--- config.mk ---
export PLATFORM = sky130hd
export DESIGN_NAME = retirement_rmt_multilane
export DESIGN_NICKNAME = d
export VERILOG_FILES = /design/src/rtl/retirement_rmt_multilane.sv
export SDC_FILE = /design/constraint.sdc
export NUM_CORES = 1
export LEC_CHECK = 0
export ABC_CLOCK_PERIOD_IN_PS = 10600
export CORE_UTILIZATION = 40
export CTS_CLUSTER_SIZE = 8
export DETAILED_ROUTE_END_ITERATION = 8
export GPL_TIMING_DRIVEN = 1
export PLACE_DENSITY = 0.6
export SLEW_MARGIN = 20
export SYNTH_ARGS = -nofsm -noshare
export SYNTH_HDL_FRONTEND = slang
export SYNTH_SLANG_ARGS = --single-unit
--- constraint.sdc ---
create_clock -name clk -period 10.6 [get_ports clk]
set_clock_uncertainty 0.1 [all_clocks]
set_input_delay 3.18 -clock clk [delete_from_list [all_inputs] [get_ports clk]]
set_output_delay 3.18 -clock clk [all_outputs]
set_load 0.05 [all_outputs]
--- src/rtl/retirement_rmt_multilane.sv ---
// retirement_rmt_multilane: committed logical->physical register map for the rename stage.
// Runs a multi-cycle init sweep after reset. In RUN it accepts per-lane commits, and it can stream
// the whole map out in handshaked beats to restore the speculative RMT after a flush.
// Optional feature macro: RRMT_READ_BYPASS_EN. When defined, reads forward same-cycle commit data.
// Ports:
//   clk, rst        clock; asynchronous active-high reset
//   commit_ready    high in RUN; commits are accepted only then
//   commit_we/lreg/preg  per-lane commit writes; a higher lane is younger
//   read_lreg/read_preg  combinational read lanes
//   recover_req     one-cycle pulse that starts the recovery stream
//   recover_valid/ready/lreg/preg/last  recovery beat handshake and payload
//   init_done       sticky flag, set once the init sweep has finished
//   err_drop        sticky flag, set when a commit arrives while commit_ready is low
module retirement_rmt_multilane #(
    parameter int unsigned ENTRY_NUM        = 32,
    parameter int unsigned LREG_BITS        = $clog2(ENTRY_NUM),
    parameter int unsigned PREG_BITS        = 7,
    parameter int unsigned COMMIT_WIDTH     = 2,
    parameter int unsigned READ_WIDTH       = 2,
    parameter int unsigned INIT_WIDTH       = 2,
    parameter int unsigned RECOVER_WIDTH    = 4,
    parameter int unsigned FREE_LIST_OFFSET = 96
) (
    input  logic                              clk,
    input  logic                              rst,
    output logic                              commit_ready,
    input  logic [COMMIT_WIDTH-1:0]           commit_we,
    input  logic [COMMIT_WIDTH*LREG_BITS-1:0] commit_lreg,
    input  logic [COMMIT_WIDTH*PREG_BITS-1:0] commit_preg,
    input  logic [READ_WIDTH*LREG_BITS-1:0]   read_lreg,
    output logic [READ_WIDTH*PREG_BITS-1:0]   read_preg,
    input  logic                              recover_req,
    output logic                              recover_valid,
    input  logic                              recover_ready,
    output logic [LREG_BITS-1:0]              recover_lreg,
    output logic [RECOVER_WIDTH*PREG_BITS-1:0] recover_preg,
    output logic                              recover_last,
    output logic                              init_done,
    output logic                              err_drop
);

    localparam int unsigned BEAT_NUM  = ENTRY_NUM / RECOVER_WIDTH;
    localparam int unsigned BEAT_BITS = (BEAT_NUM > 1) ? $clog2(BEAT_NUM) : 1;
    localparam logic [BEAT_BITS-1:0] BEAT_LAST     = BEAT_BITS'(BEAT_NUM - 1);
    localparam logic [LREG_BITS-1:0] INIT_LAST_IDX = LREG_BITS'(ENTRY_NUM - INIT_WIDTH);

    typedef enum logic [1:0] {
        S_INIT    = 2'd0,
        S_RUN     = 2'd1,
        S_RECOVER = 2'd2
    } stateE;

    stateE                state, stateNext;
    logic [LREG_BITS-1:0] initCnt, initCntNext;
    logic [BEAT_BITS-1:0] beatCnt, beatCntNext;
    logic                 pendingQ, pendingNext;
    logic                 initDoneQ, initDoneNext;
    logic                 errDropQ, errDropNext;
    logic                 commitReadyQ, recValidQ, recLastQ;
    logic                 initWe;
    logic [COMMIT_WIDTH-1:0] commitEn;
    logic [LREG_BITS-1:0] recLreg;

    logic [PREG_BITS-1:0] mapQ [ENTRY_NUM];

    // Commits only take effect while the map is accepting them.
    assign commitEn = commitReadyQ ? commit_we : '0;

    // State, counters and registered outputs.
    always_ff @(posedge clk or posedge rst) begin
        if (rst) begin
            state        <= S_INIT;
            initCnt      <= '0;
            beatCnt      <= '0;
            pendingQ     <= 1'b0;
            initDoneQ    <= 1'b0;
            errDropQ     <= 1'b0;
            commitReadyQ <= 1'b0;
            recValidQ    <= 1'b0;
            recLastQ     <= 1'b0;
        end else begin
            state        <= stateNext;
            initCnt      <= initCntNext;
            beatCnt      <= beatCntNext;
            pendingQ     <= pendingNext;
            initDoneQ    <= initDoneNext;
            errDropQ     <= errDropNext;
            commitReadyQ <= (stateNext == S_RUN);
            recValidQ    <= (stateNext == S_RECOVER);
            recLastQ     <= (stateNext == S_RECOVER) && (beatCntNext == BEAT_LAST);
        end
    end

    // Next-state logic for the init sweep, run phase and recovery stream.
    always_comb begin
        stateNext    = state;
        initCntNext  = initCnt;
        beatCntNext  = beatCnt;
        pendingNext  = pendingQ;
        initDoneNext = initDoneQ;
        errDropNext  = errDropQ | ((|commit_we) & ~commitReadyQ);
        initWe       = 1'b0;
        case (state)
            S_INIT: begin
                initWe = 1'b1;
                if (recover_req) pendingNext = 1'b1;
                if (initCnt == INIT_LAST_IDX) begin
                    // A recovery requested during init starts right after the sweep.
                    initDoneNext = 1'b1;
                    pendingNext  = 1'b0;
                    beatCntNext  = '0;
                    stateNext    = (pendingQ || recover_req) ? S_RECOVER : S_RUN;
                end else begin
                    initCntNext = initCnt + LREG_BITS'(INIT_WIDTH);
                end
            end
            S_RUN: begin
                if (recover_req) begin
                    beatCntNext = '0;
                    stateNext   = S_RECOVER;
                end
            end
            S_RECOVER: begin
                if (recover_ready) begin
                    if (beatCnt == BEAT_LAST) stateNext = S_RUN;
                    else                      beatCntNext = beatCnt + BEAT_BITS'(1);
                end
            end
            default: stateNext = S_INIT;
        endcase
    end

    // Map array; later lanes are assigned last, so the youngest lane wins a collision.
    always_ff @(posedge clk) begin
        if (initWe) begin
            for (int k = 0; k < int'(INIT_WIDTH); k++) begin
                mapQ[initCnt + LREG_BITS'(k)] <=
                    PREG_BITS'(32'(initCnt) + 32'(k) + FREE_LIST_OFFSET);
            end
        end else begin
            for (int l = 0; l < int'(COMMIT_WIDTH); l++) begin
                if (commitEn[l]) begin
                    mapQ[commit_lreg[l*LREG_BITS +: LREG_BITS]] <=
                        commit_preg[l*PREG_BITS +: PREG_BITS];
                end
            end
        end
    end

    // Asynchronous read lanes.
    always_comb begin
        read_preg = '0;
        for (int i = 0; i < int'(READ_WIDTH); i++) begin
            read_preg[i*PREG_BITS +: PREG_BITS] = mapQ[read_lreg[i*LREG_BITS +: LREG_BITS]];
`ifdef RRMT_READ_BYPASS_EN
            // Youngest matching commit lane overrides the array value.
            for (int l = 0; l < int'(COMMIT_WIDTH); l++) begin
                if (commitEn[l] &&
                    (commit_lreg[l*LREG_BITS +: LREG_BITS] == read_lreg[i*LREG_BITS +: LREG_BITS])) begin
                    read_preg[i*PREG_BITS +: PREG_BITS] = commit_preg[l*PREG_BITS +: PREG_BITS];
                end
            end
`endif
        end
    end

    // Recovery beat payload; forced to zero outside RECOVER so reset outputs are defined.
    assign recLreg = recValidQ ? LREG_BITS'(32'(beatCnt) * RECOVER_WIDTH) : '0;

    always_comb begin
        recover_preg = '0;
        for (int k = 0; k < int'(RECOVER_WIDTH); k++) begin
            if (recValidQ) begin
                recover_preg[k*PREG_BITS +: PREG_BITS] = mapQ[recLreg + LREG_BITS'(k)];
            end
        end
    end

    assign commit_ready  = commitReadyQ;
    assign recover_valid = recValidQ;
    assign recover_lreg  = recLreg;
    assign recover_last  = recLastQ;
    assign init_done     = initDoneQ;
    assign err_drop      = errDropQ;

endmodule

==> results of run 1 <==
-- synth_stat cells, drive strengths merged (5+ instances only) --
| cell | count | share of area |
|---|---|---|
| mux2i | 344 | 0.21 |
| edfxtp | 224 | 0.41 |
| mux4 | 140 | 0.19 |
| clkbuf | 84 | 0.019 |
| buf | 41 | 0.014 |
| o21a | 28 | 0.013 |
| o221ai | 28 | 0.015 |
| o22ai | 28 | 0.011 |
| mux2 | 26 | 0.018 |
| o21ai | 25 | 0.0076 |
| nand2 | 18 | 0.0041 |
| dfrtp | 15 | 0.023 |
| nand3 | 14 | 0.0073 |
| nand4 | 12 | 0.0084 |
| o21bai | 12 | 0.0055 |
| nor2 | 10 | 0.0023 |
| nor3 | 8 | 0.0034 |
| inv | 7 | 0.0016 |
| nor4 | 6 | 0.0069 |
| nand2b | 5 | 0.0019 |
| o32ai | 5 | 0.0031 |
-- registers in the layout, summed over array words and instances, names as in the netlist --
| name | flops |
|---|---|
| commit_ready | 1 |
| recover_valid | 1 |
| init_done | 1 |
| mapQ | 224 |
| recover_last | 1 |
| beatCnt | 3 |
| state | 2 |
| err_drop | 1 |
| pendingQ | 1 |
| initCnt | 4 |
-- kinds of logic (layout without fill, tap and decap cells) --
family	Yosys count	after routing	synth area share
AND/OR/NAND/NOR	95	95	0.0435
XOR/XNOR	2	2	0.00107
flip-flops	239	239	0.433
AO/OA/AOI/OAI	144	144	0.0638
multiplexers	510	510	0.422
other	1	2	0.000229
adder cells (fa/ha/maj)	2	2	0.00153
buffers and inverters	132	178	0.0349
-- report_power, final --
part           leakage [nW]  switching (W)  internal [W]  total [W]
Clock                 0.475       0.000417      0.000616    0.00103
Sequential             2.07       0.000120       0.00122    0.00134
Combinational          4.45        0.00147      0.000786    0.00225
Total                  6.99        0.00200       0.00262    0.00463
-- cell type report --
| cell class | instances | area share |
|---|---|---|
| well taps | 525 | 0.0348 |
| flip-flops and latches | 239 | 0.377 |
| repair buffers | 124 | 0.0641 |
| clock buffers | 43 | 0.0497 |
| multi-input cells | 755 | 0.471 |
| clock inverters | 4 | 0.00179 |
| inverters | 7 | 0.00139 |
-- per-stage QoR --
stage          std cells  utilization  total power [W]  instance area, µm²  setup slack [ns]
2_1_floorplan       1126            -          0.00283               16400              2.22
3_3_place_gp        1649        0.445          0.00356               17800              1.20
3_5_place_dp        1650        0.446          0.00359               17900              1.19
4_1_cts             1697        0.470          0.00463               18800              1.19
5_1_grt             1697        0.470          0.00478               18900              1.07
6_report            1697        0.470          0.00463               18900              1.21
-- final timing paths --
path | from | end | slack, ns | depth (start not counted)
max in group asynchronous | rst | beatCnt[0] | 7.00 | 2
worst max-delay path | read_lreg[1] | read_preg[6] | 1.21 | 6
worst min-delay path | init_done | init_done | 0.37 | 1
min in group asynchronous | rst | init_done | 2.94 | 2
worst min register to register | init_done | init_done | 0.37 | 1
worst max register to register | state[0] | mapQ[3][4] | 6.32 | 4
-- worst register-to-register path, stage by stage (launching register included) --
cell	delay, ns
dfrtp_1	0.64
o211a_1	0.85
mux2i_4	0.91
nand4_2	0.63
o21ai_1	0.77
-- metal layers --
metal / up-vias / routed length [µm] / share of wire / track usage
li1: 4706 / - / - / -
met4: 0 / 1470 / 0.027 / 0.0778
met5: - / 0 / 0 / 0
met3: 79 / 4120 / 0.075 / 0.0328
met2: 565 / 26000 / 0.48 / 0.432
met1: 5922 / 23000 / 0.42 / 0.375
==> out/metrics.cfg, run 1 <==
[status]
status=complete, no violations

[global_route]
grt_pass1_wl_um=80100
track_usage=0.267
grt_start_max_net_pins=58
grt_antenna_before_repair=0
grt_pass1_vias=11300
grt_overflow=0

[clock_network]
cts_tree=yes
clock_latency_ns=0.51
clk_path_buf_depth=3
cts_resized=0
numCtsBuffers=36
path_clk_slew_ns=0.05
post-cts-setup-buffers=0
htree_levels=2
cts_sinks=239
cts_hold_buffers=0
root_buffer=clkbuf_16

[synth]
ys_seq_elements=239
yosysWarnings=0
synthFlopType=edfxtp_1
netlist_area_um2=16400
syn_area_per_cell_um2=14.6
syn_inst=1125
synth-seq-area-share=0.433
yosysUniqueCellTypes=58
synthArstFlopShare=0.0628
synth_edf_count=224

[sta]
report.final.slew_viol_count=0
holdWs_ns=0.373
final_hold_viol_count=0
fin_tns_setup_ns=0
period_needed_ns=9.39
rsz0062_at_grt=false
timing.fmax_mhz=106
finalSetupViolCount=0
slew_headroom=0.247
worst_pin_slew_ns=1.11
fin_crit_sh=0.886

[drt]
drtPass1Iterations=5
vias=11300
viasPerCell=6.64
routed_wl_um=54600
drc=0
drtIter0Drc=1146
wl_per_cell_um=32.2
ant_nets=0

[setup_path]
critPathBufInv=3
cp.required_ns=7.32
arrival_ns=6.11
path_class=in -> out
critPathMaxStageDelay_ns=0.73
cp_max_fo=28
cp_common_cell=mux4_2
slowest_stage=clkdlybuf4s50_1
crit_chain=buf_4 > buf_12 > mux4_2 > mux4_2 > mux2_2 > clkdlybuf4s50_1
start_kind=primary input
end_kind=output pin
cpLargestDelayFamily=buffers and inverters

[cells_and_area]
fill_cells=3540
regArea_um2=7110
multi_input_area_um2=8880
diodes=0
layout_commonest_cell=mux2i_1
mostFrequentLayoutCells=333 x mux2i_1, 224 x edfxtp_1, 140 x mux4_2, 85 x clkdlybuf4s50_1, 36 x clkbuf_16
syn_to_final_growth_pct=14.9
nets=1205
drive_gt1_frac=0.258

[placed_design]
place_hpwl_um=38400
place.gp.congestion=0.870
port_buffers=89

[die]
die_w_um=205
io_pins=92
fp-row-count=73
core_um2=40100
fp.dieH_um=205
initial_core_util=0.409
dieArea_um2=41800

[flow_run]
cap_violations=0

[pwr]
powerDensity_nw_per_um2=246
p_leak_nw=6.99
ir_drop_uv=189

[min_path]
hold_path.class=reg -> reg

No activity file was read; power rests on OpenSTA's default activity.
==> run 2: changes to the inputs <==
- ABC_CLOCK_PERIOD_IN_PS: 10600 -> 12100
- GPL_ROUTABILITY_DRIVEN: not set -> 0
- PLACE_DENSITY: 0.6 -> 0.62
- clock period: 10.6 -> 12.1 ns (I/O delays scaled with it)
==> run 2 against run 1 <==
  * Worst hold slack got worse by 0.0051 ns
  * Final cell count fell by 0.41%
  * Highest routed layer unchanged
  * Critical path type unchanged
  * Clock power fell by 10%
  * Combinational power fell by 10%
  * Count of clock-buffer cells in the layout rose by 2
  * Sequential power fell by 13%
==> out/metrics.cfg, run 2 (synthesized netlist as in run 1, its figures left out) <==
[drt]
drtIter0Drc=1373
drtPass1Iterations=5
routed_wl_um=55900
drc=0
wl_per_cell_um=33.1
viasPerCell=6.77
vias=11400
ant_nets=0

[global_route]
grt_overflow=0
grt_antenna_before_repair=0
grt_pass1_vias=11500
grt_start_max_net_pins=61
grt_pass1_wl_um=81200
track_usage=0.271

[cells_and_area]
fill_cells=3502
reg_top3=mapQ x224, initCnt x4, beatCnt x3
drive_gt1_frac=0.262
mostFrequentLayoutCells=333 x mux2i_1, 224 x edfxtp_1, 140 x mux4_2, 82 x clkdlybuf4s50_1, 37 x clkbuf_16
regMostFlops=mapQ
nets=1196
layout_commonest_cell=mux2i_1
largest_reg_flops=224
syn_to_final_growth_pct=14.7

[status]
status=complete, no violations

[sta]
period_needed_ns=10.40
fin_crit_sh=0.859
finalSetupViolCount=0
slew_headroom=0.139
report.final.slew_viol_count=0
worst_pin_slew_ns=1.29
final_hold_viol_count=0
fin_tns_setup_ns=0
rsz0062_at_grt=false
timing.fmax_mhz=96.2

[setup_path]
cp.required_ns=8.37
end_kind=output pin
path_class=in -> out
critical_path.startpoint=read_lreg[2]
arrival_ns=6.67
cp_max_fo=23
reg2reg_from=state[0]
start_kind=primary input

[pwr]
netSwitchingFraction=0.435
p_switching_w=0.00179
pwr-share-comb=0.491
p_leak_nw=6.96
powerDensity_nw_per_um2=219
ir_drop_uv=135
pwr-share-clk=0.225
pwr-share-seq=0.284
intPower_w=0.00232
total_power_w=0.00411

[clock_network]
clock_latency_ns=0.52
post-cts-setup-buffers=0
clk_path_buf_depth=3
path_clk_slew_ns=0.05
root_buffer=clkbuf_16
cts_sinks=239
cts_hold_buffers=0
htree_levels=2
cts_tree=yes
cts_resized=0
numCtsBuffers=36

[die]
fp-row-count=73
die_w_um=205
core_um2=40100
fp.dieH_um=205
dieArea_um2=41800
initial_core_util=0.409
io_pins=92

[min_path]
hold_path.class=reg -> reg
hold_start=init_done

[flow_run]
cap_violations=0

[placed_design]
port_buffers=89
place_hpwl_um=38600

## run 2: cell count changes in the layout (fill, tap and decap cells not counted), moves of 3 or more
| cell | before | now |
|---|---|---|
| buf_12 | 4 | 1 |
| buf_2 | 2 | 5 |
| buf_4 | 32 | 25 |
| clkdlybuf4s50_1 | 85 | 82 |
| o21ai_0 | 15 | 10 |
| o21ai_2 | 1 | 6 |
## run 2: worst paths after layout
kind                       slack [ns]            to  depth (start not counted)
setup / recovery                 1.70  read_preg[2]                          6
hold / removal                   0.37     init_done                          1
setup reg to reg                 7.59    mapQ[1][0]                          4
hold reg to reg                  0.37     init_done                          1
max in group asynchronous        8.04    beatCnt[0]                          2
min in group asynchronous        3.39      err_drop                          2
## run 2: area by class of cell
cell class,count,area (µm²),share of cell area
Antenna cell,1,2.50,0.000133
Clock buffer,45,976,0.0519
Clock inverter,3,22.5,0.00120
Inverter,7,26.3,0.00140
Multi-Input combinational cell,755,8910,0.474
Sequential cell,239,7110,0.378
Tap cell,525,657,0.0349
Timing Repair Buffer,115,1110,0.0589
## run 2: per-stage QoR
stage,util,setup WS [ns],cells,area (µm²),hold slack [ns]
after floorplan,-,2.82,1126,16400,0.386
after global placement,0.442,1.71,1638,17700,0.362
after detailed placement,0.443,1.70,1640,17800,0.359
after CTS,0.468,1.69,1688,18800,0.373
after global routing,0.469,1.60,1689,18800,0.384
final,0.469,1.70,1690,18800,0.368
## run 2: power groups by stage
stage	combinational, W	clock [W]	sequential, W
after global routing	0.00209	0.000965	0.00118
after CTS	0.00199	0.000935	0.00117
after floorplan	0.00135	0	0.00113
after global placement	0.00195	0	0.00118
final	0.00202	0.000927	0.00117
after detailed placement	0.00198	0	0.00118
## run 2: layer usage
metal  global-route usage  vias up  wire length, µm
li1                     -     4704                -
met1                0.373     5914            22700
met2                0.426      694            26000
met3               0.0445      124             4870
met4                0.111        0             2350
met5                    0        -                0
## run 2: critical path: stages
cell	delay, ns
buf_2	0.55
buf_4	0.47
mux4_2	0.36
mux4_2	0.54
mux2_2	0.36
clkdlybuf4s50_1	0.73
==> run 3: changes to the inputs <==
--- a/config.mk
+++ b/config.mk
@@ -8,2 +8,3 @@
 export ABC_CLOCK_PERIOD_IN_PS = 12100
+export CAP_MARGIN = 20
 export CORE_UTILIZATION = 40
==> constraint.sdc (replaced) <==
create_clock -name clk -period 12.1 [get_ports clk]
set_clock_uncertainty 0.1 [all_clocks]
set_input_delay 1.21 -clock clk [delete_from_list [all_inputs] [get_ports clk]]
set_output_delay 1.21 -clock clk [all_outputs]
set_load 0.1 [all_outputs]
==> run 3 against run 2 <==
  * Final cell count rose by 0.30%
  * Sequential cell count unchanged
  * Combinational power increased by 16%
  * Core utilization is 0.072 points lower
  * Die area stayed put
  * Final area fell by 0.15%
  * Clock power decreased by 2%
==> out/metrics.cfg, run 3 (synthesized netlist as in run 1, its figures left out) <==
[status]
status=complete, no violations

[global_route]
grt_antenna_before_repair=0
track_usage=0.274
grt_overflow=0
met2_usage=0.421
grt_pass1_vias=11400
busiest_layer=met2
grt_pass1_wl_um=81600
use_met3=0.0627
use_met1=0.372
grt_start_max_net_pins=61

[clock_network]
cts_resized=0
clock_latency_ns=0.51
numCtsBuffers=36
path_clk_slew_ns=0.05
cts_sinks=239
cts_hold_buffers=0
cts_tree=yes
post-cts-setup-buffers=0
root_buffer=clkbuf_16
htree_levels=2
clk_path_buf_depth=3

[min_path]
hold_start=err_drop
hold_path.class=reg -> reg
hold_end=err_drop
hold_depth=1

[die]
initial_core_util=0.409
core_um2=40100
fp.dieH_um=205
die_w_um=205
io_pins=92
fp-row-count=73
dieArea_um2=41800

[sta]
period_needed_ns=6.04
fin_crit_sh=0.499
fin_tns_setup_ns=0
worst_pin_slew_ns=1.13
holdWs_ns=0.376
slew_headroom=0.229
setup_ws_ns=6.06
report.final.slew_viol_count=0
finalSetupViolCount=0
final_hold_viol_count=0
rsz0062_at_grt=false
timing.fmax_mhz=166

[pwr]
p_switching_w=0.00214
netSwitchingFraction=0.482
pwr-share-comb=0.530
ir_drop_uv=214
intPower_w=0.00230
p_leak_nw=6.96
pwr-share-clk=0.205
pwr-share-seq=0.265
powerDensity_nw_per_um2=236

[setup_path]
ff2ff_setup_slack_ns=7.59
reg2reg_from=state[0]
start_kind=primary input
ff2ff_path_depth=4
cp_max_fo=32
end_kind=output pin
cp.required_ns=10.79
arrival_ns=4.73
r2r-end=mapQ[17][0]
path_class=in -> out

[placed_design]
port_buffers=89
place_ws_ns=6.03
place_hpwl_um=38400

[flow_run]
cap_violations=0

[cells_and_area]
syn_to_final_growth_pct=14.5
nets=1201
diodes=0
largest_reg_flops=224
reg_top3=mapQ x224, initCnt x4, beatCnt x3
drive_gt1_frac=0.262
fill_cells=3480
layout_commonest_cell=mux2i_1
mostFrequentLayoutCells=333 x mux2i_1, 224 x edfxtp_1, 140 x mux4_2, 83 x clkdlybuf4s50_1, 36 x clkbuf_16
fin_util=0.468
regMostFlops=mapQ

[drt]
ant_nets=0
drc=0
drtPass1Iterations=5
viasPerCell=6.75
drtIter0Drc=1153
wl_per_cell_um=33.2
routed_wl_um=56300
vias=11400

==> run 3: how the worst max path moves through the flow <==
stage | to | cells past startpoint | slack [ns] | startpoint
after floorplan | read_preg[0] | 5 | 7.57 | read_lreg[1]
after global placement | read_preg[7] | 6 | 6.06 | read_lreg[6]
after detailed placement | read_preg[3] | 6 | 6.03 | read_lreg[1]
after CTS | read_preg[3] | 6 | 6.02 | read_lreg[1]
after global routing | read_preg[7] | 6 | 5.88 | read_lreg[6]
final | read_preg[7] | 6 | 6.06 | read_lreg[6]
==> run 3: area by class of cell <==
type                    count  area [µm²]  share of cell area
well taps                 525         657              0.0350
clock buffers              45         945              0.0503
clock inverters             4        35.0             0.00187
multi-input cells         755        8900               0.474
inverters                   7        26.3             0.00140
repair buffers            120        1110              0.0591
flip-flops and latches    239        7110               0.378
==> run 3: power by group through the flow <==
stage	Sequential, W	Clock (W)	Combinational (W)
final	0.00118	0.000909	0.00235
after global placement	0.00119	0	0.00230
after global routing	0.00119	0.000947	0.00244
after detailed placement	0.00119	0	0.00231
after CTS	0.00117	0.000919	0.00232
after floorplan	0.00115	0	0.00169
==> run 3: stage by stage <==
stage	cell area, µm²	cells	power [W]
2_1_floorplan	16400	1126	0.00284
3_3_place_gp	17700	1643	0.00349
3_5_place_dp	17800	1643	0.00350
4_1_cts	18700	1692	0.00442
5_1_grt	18800	1695	0.00457
6_report	18800	1695	0.00444
==> run 3: layer usage <==
metal	part of all wire	wire length [µm]
met2	0.45	25400
met5	0	0
met4	0.047	2620
met3	0.098	5510
met1	0.40	22800
==> run 3: critical path, stage by stage <==
cell,delay (ns)
buf_4,0.44
buf_4,0.63
mux4_2,0.61
mux4_2,0.52
mux2_2,0.28
clkdlybuf4s50_1,0.96
